`config.mk`:
```
export PLATFORM = sky130hd
export DESIGN_NAME = periph_addr_decoder
export DESIGN_NICKNAME = d
export VERILOG_FILES = /design/src/rtl/periph_addr_decoder_pkg.sv /design/src/rtl/periph_addr_map.sv /design/src/rtl/periph_addr_decoder.sv
export SDC_FILE = /design/constraint.sdc
export NUM_CORES = 1
export LEC_CHECK = 0
export BUFFER_PORTS_ARGS = -buffer_cell sky130_fd_sc_hd__buf_2
export CORE_AREA = 2 2 46 48
export DETAILED_ROUTE_END_ITERATION = 6
export DIE_AREA = 0 0 48 50
export PLACE_DENSITY_LB_ADDON = 0.05
export SLEW_MARGIN = 20
export SYNTH_ARGS = -nofsm -noshare
export SYNTH_HDL_FRONTEND = slang
export SYNTH_SLANG_ARGS = --single-unit
```
`constraint.sdc`:
```
create_clock -name clk -period 1.6 [get_ports clk]
set_input_delay 0.24 -clock clk [delete_from_list [all_inputs] [get_ports clk]]
set_output_delay 0.24 -clock clk [all_outputs]
set_load 0.01 [all_outputs]
```
`src/rtl/periph_addr_decoder_pkg.sv`:
```
// periph_addr_decoder_pkg: chip-select bit indices, IO region indices and FSM encoding shared by decoder and read mux
package periph_addr_decoder_pkg;
  localparam int NUM_CS = 7;
  localparam int CS_DPRAM = 6;
  localparam int CS_UART = 5;
  localparam int CS_GPIO = 4;
  localparam int CS_MULT = 3;
  localparam int CS_DIV = 2;
  localparam int CS_BIN2BCD = 1;
  localparam int CS_RAM = 0;
  localparam logic [3:0] IDX_DPRAM = 4'd0;
  localparam logic [3:0] IDX_UART = 4'd1;
  localparam logic [3:0] IDX_GPIO = 4'd2;
  localparam logic [3:0] IDX_MULT = 4'd3;
  localparam logic [3:0] IDX_DIV = 4'd4;
  localparam logic [3:0] IDX_BIN2BCD = 4'd5;
  typedef enum logic {ST_IDLE, ST_WAIT} state_t;
endpackage

```
`src/rtl/periph_addr_map.sv`:
```
// periph_addr_map: pure combinational byte address to one-hot peripheral select
module periph_addr_map
  import periph_addr_decoder_pkg::*;
#(
  parameter int IO_BIT = 22
) (
  input  logic [31:0]       addr,
  output logic [NUM_CS-1:0] cs
);
  logic [3:0] idx;
  logic       io;
  logic       unused_addr;
  assign idx = addr[19:16];
  assign io = addr[IO_BIT];
  assign unused_addr = ^addr;
  always_comb begin
    cs = '0;
    cs[CS_RAM] = !io;
    cs[CS_DPRAM] = io && idx == IDX_DPRAM;
    cs[CS_UART] = io && idx == IDX_UART;
    cs[CS_GPIO] = io && idx == IDX_GPIO;
    cs[CS_MULT] = io && idx == IDX_MULT;
    cs[CS_DIV] = io && idx == IDX_DIV;
    cs[CS_BIN2BCD] = io && idx == IDX_BIN2BCD;
  end
endmodule

```
`src/rtl/periph_addr_decoder.sv`:
```
// periph_addr_decoder: bus chip-select decode, strobe gating, read wait states and sticky bus error
module periph_addr_decoder
  import periph_addr_decoder_pkg::*;
#(
  parameter int          IO_BIT = 22,
  parameter int unsigned WS_IO  = 1,
  parameter int unsigned WS_RAM = 0
) (
  input  logic              clk,
  input  logic              rst,
  input  logic [31:0]       mem_addr,
  input  logic              mem_rstrb,
  input  logic [3:0]        mem_wmask,
  output logic              mem_rbusy,
  output logic              mem_wbusy,
  output logic [NUM_CS-1:0] cs_access,
  output logic              periph_rd,
  output logic              periph_wr,
  output logic [NUM_CS-1:0] cs_rdata,
  output logic              bus_err
);
  state_t            state_q, state_d;
  logic [3:0]        cnt_q, cnt_d;
  logic [NUM_CS-1:0] cs_rdata_q, cs_rdata_d;
  logic              bus_err_q, bus_err_d;
  logic [NUM_CS-1:0] cs_dec;
  logic [3:0]        ws;
  logic              strobe, busy, acc;
  periph_addr_map #(.IO_BIT(IO_BIT)) u_map (.addr(mem_addr), .cs(cs_dec));
  assign strobe = mem_rstrb | (|mem_wmask);
  assign busy = state_q == ST_WAIT;
  assign acc = strobe & !busy;
  assign ws = mem_addr[IO_BIT] ? 4'(WS_IO) : 4'(WS_RAM);
  assign cs_access = acc ? cs_dec : '0;
  assign periph_rd = acc & mem_rstrb;
  assign periph_wr = acc & (|mem_wmask);
  assign mem_rbusy = busy;
  assign mem_wbusy = busy;
  assign cs_rdata = cs_rdata_q;
  assign bus_err = bus_err_q;
  always_comb begin
    state_d = state_q;
    cnt_d = cnt_q;
    cs_rdata_d = cs_rdata_q;
    // strobes arriving during a wait are dropped and flagged
    bus_err_d = bus_err_q | (acc & ~|cs_dec) | (strobe & busy);
    if (busy) begin
      cnt_d = cnt_q == 4'd0 ? 4'd0 : cnt_q - 4'd1;
      state_d = cnt_q == 4'd0 ? ST_IDLE : ST_WAIT;
    end else if (periph_rd) begin
      cs_rdata_d = cs_dec;
      cnt_d = ws == 4'd0 ? 4'd0 : ws - 4'd1;
      state_d = ws == 4'd0 ? ST_IDLE : ST_WAIT;
    end
  end
  always_ff @(posedge clk or posedge rst)
    if (rst) begin
      state_q <= ST_IDLE;
      cnt_q <= '0;
      cs_rdata_q <= '0;
      bus_err_q <= 1'b0;
    end else begin
      state_q <= state_d;
      cnt_q <= cnt_d;
      cs_rdata_q <= cs_rdata_d;
      bus_err_q <= bus_err_d;
    end
endmodule

```
==> impl_metrics.json <==
{
  "die_w_um": 48,
  "coreArea_um2": 1900,
  "final_net_count": 150,
  "peakVddDrop_mv": 0.382,
  "grt_util_all_layers_pct": 14.0,
  "crit_fanout": 7,
  "finalCritPeriodShare_pct": 98.3,
  "drc": 0,
  "fin_ws_ps": 27.2,
  "antenna_found_initial": 0,
  "syn_inst": 71,
  "wire_per_inst_um": 11.3,
  "regToRegEndpoint": "mem_rbusy$_DFF_PP0_",
  "cts_buffers": 3,
  "vias": 637,
  "yosysUniqueCellTypes": 22,
  "period_minus_slack_ps": 1570,
  "firstDrtPassIters": 2,
  "status": "completed",
  "dp.cells": 130,
  "grt_start_max_net_pins": 14,
  "hold_viol": 0,
  "clkSinkCount": 13,
  "viasPerCell": 4.72,
  "final_core_util_pct": 49.1,
  "synth_area_um2": 682,
  "htreeDepth": 1,
  "syn_nets": 112,
  "seq_area_frac_synth_pct": 47.7,
  "slowest_stage": "or4_4",
  "power_uw": 643,
  "clk_latency_ps": 270,
  "leakage_uw": 0.000498,
  "critPathCaptureType": "output port",
  "reg2reg_from": "cnt_q[0]$_DFFE_PP0P_",
  "num_rows": 16,
  "drv_cap": 0,
  "cts_root_buf": "clkbuf_4",
  "antenna_cells": 0,
  "crit_arrival_ps": 1330,
  "relSlewSlack_pct": 67.2,
  "hp-start": "mem_addr[22]",
  "tritoncts": "built",
  "dieArea_um2": 2400,
  "min_path_cells": 3,
  "critPathRequiredTime_ps": 1360,
  "path_cells": "buf_6, or4_4, o21bai_4, nor3b_1, buf_2",
  "overflow": 0,
  "p_per_area_nw_per_um2": 688,
  "port_buffers": 30,
  "worstSetupPathType": "input pin to output port",
  "r2r_setup_slack_ps": 290,
  "rsz0062_at_grt": "yes",
  "finalNonFillerCells": 135,
  "synth_seq_cells": 13,
  "max_freq_ghz": 0.636,
  "gp_congestion": 0.714,
  "critPathLaunchType": "input pin",
  "pre_cts_slack_ps": 20.7,
  "rr_worst_depth": 5,
  "grt_pass1_wl_um": 2410,
  "path_clk_slew_ps": 80,
  "setup_viol": 0,
  "start_util_pct": 35.9,
  "syn_to_final_growth_pct": 37.1,
  "cts_buffer_depth": 2,
  "layout-drive-gt1-share_pct": 40.7,
  "hold_class": "input pin to flip-flop",
  "whs_endpoint": "cs_rdata[0]$_DFFE_PP0P_",
  "die_height_um": 50,
  "boundaryPins": 58,
  "drv_slew": 0,
  "worst_pin_slew_ps": 491,
  "first_iter_violations": 8,
  "wirelength_um": 1530,
  "ys_warn_count": 0,
  "hpwl_um": 1150,
  "syn_avg_cell_area_um2": 9.60,
  "max_stage_delay_ps": 550,
  "ant_nets": 0,
  "fin_skew_ps": 2.51,
  "grt_pass1_vias": 570
}
-- cell families after synthesis --
kind of cell | synth area share (%)
buffers and inverters | 5.14
AO/OA/AOI/OAI | 20.0
AND/OR/NAND/NOR | 23.5
flip-flops | 47.7
adder cells (fa/ha/maj) | 3.67
-- worst max-delay path by stage --
stage,start,endpoint,slack (ps),cells after the start
after CTS,mem_wmask[1],cs_access[6],20,5
after global routing,mem_rbusy$_DFF_PP0_,cs_access[4],-40,3
after global placement,mem_wmask[1],cs_access[4],30,5
after detailed placement,mem_wmask[1],cs_access[6],20,5
after floorplan,mem_wmask[1],cs_access[4],300,3
final,mem_wmask[1],cs_access[4],30,5
-- area by class of cell --
cell class | instances | area [µm²]
flip-flops and latches | 13 | 327
fillers | 199 | 967
well taps | 27 | 33.8
inverters | 6 | 22.5
clock buffers | 4 | 26.3
repair buffers | 35 | 196
multi-input cells | 50 | 329
-- timing repair --
action,4_1_cts,5_1_grt
hold endpoints to repair,7,0
resized for setup,0,4
hold buffers,1,0
buffers inserted,0,0
endpoints found under the setup margin,0,10
-- worst max-delay path, delay by kind of cell --
| family | cells | cell delay (ps) |
|---|---|---|
| buf+inv | 2 | 230 |
| compound gates | 1 | 230 |
| simple gates | 2 | 630 |
-- state kept, by name, summed over array words and instances (netlist names) --
signal / flops
bus_err: 1
cnt_q: 4
cs_rdata: 7
mem_rbusy: 1
-- placed cells by master (no fill, tap or decap) --
cell type / instances
nor2_2: 1
o31ai_2: 1
clkbuf_1: 1
ha_1: 2
o21bai_1: 1
buf_4: 4
a21o_1: 1
buf_6: 1
nand2b_1: 2
dlygate4sd3_1: 1
dfrtp_1: 12
or4_1: 1
o21bai_4: 1
nand2_1: 9
buf_2: 29
a21oi_1: 1
and4bb_2: 2
inv_1: 6
o31a_1: 1
nor3b_1: 3
nor2b_1: 2
nor2_1: 6
o21ai_0: 11
clkbuf_4: 3
or4_4: 1
nor4b_1: 1
a22o_1: 3
dfrtp_2: 1
-- report_power, final --
| group | leakage (µW) | switching (µW) | internal [µW] |
|---|---|---|---|
| logic | 0.000311 | 56.0 | 46.7 |
| registers | 0.000172 | 5.60 | 337 |
| clock network | 0.0000150 | 102 | 96.4 |
| total | 0.000498 | 163 | 480 |
-- metal layers --
metal / vias up / track usage (%) / part of all wire (%)
met5: - / 0 / 0
met4: 0 / 8.11 / 1.4
met3: 2 / 2.20 / 5.6
met2: 24 / 19.3 / 43
met1: 292 / 19.9 / 50
li1: 319 / - / -
-- Yosys cell counts --
master    count  area (µm²)
or4_1         1        7.51
inv_1         6        22.5
nor3b_1       3        22.5
nor2b_1       2        12.5
o21bai_1      1        7.51
and4bb_2      2        25.0
buf_4         1        7.51
o31a_1        1        8.76
buf_2         1        5.00
ha_1          2        25.0
nor4b_1       1        8.76
a21oi_1       1        5.00
nor2_1        7        26.3
o31ai_1       1        7.51
nand2b_1      2        12.5
a21o_1        1        7.51
nand2_1       9        33.8
o21bai_4      1        18.8
o21ai_0      11        55.1
a22o_1        3        26.3
or4_4         1        11.3
dfrtp_1      13         325
-- per-stage QoR --
step	cell area [µm²]	TNS [ps]	hold WS, ps
after floorplan	682	0	117
after global placement	883	0	290
after detailed placement	883	0	296
after CTS	920	0	296
after global routing	935	-105	318
final	935	0	294
No activity file was read; power rests on OpenSTA's default activity.
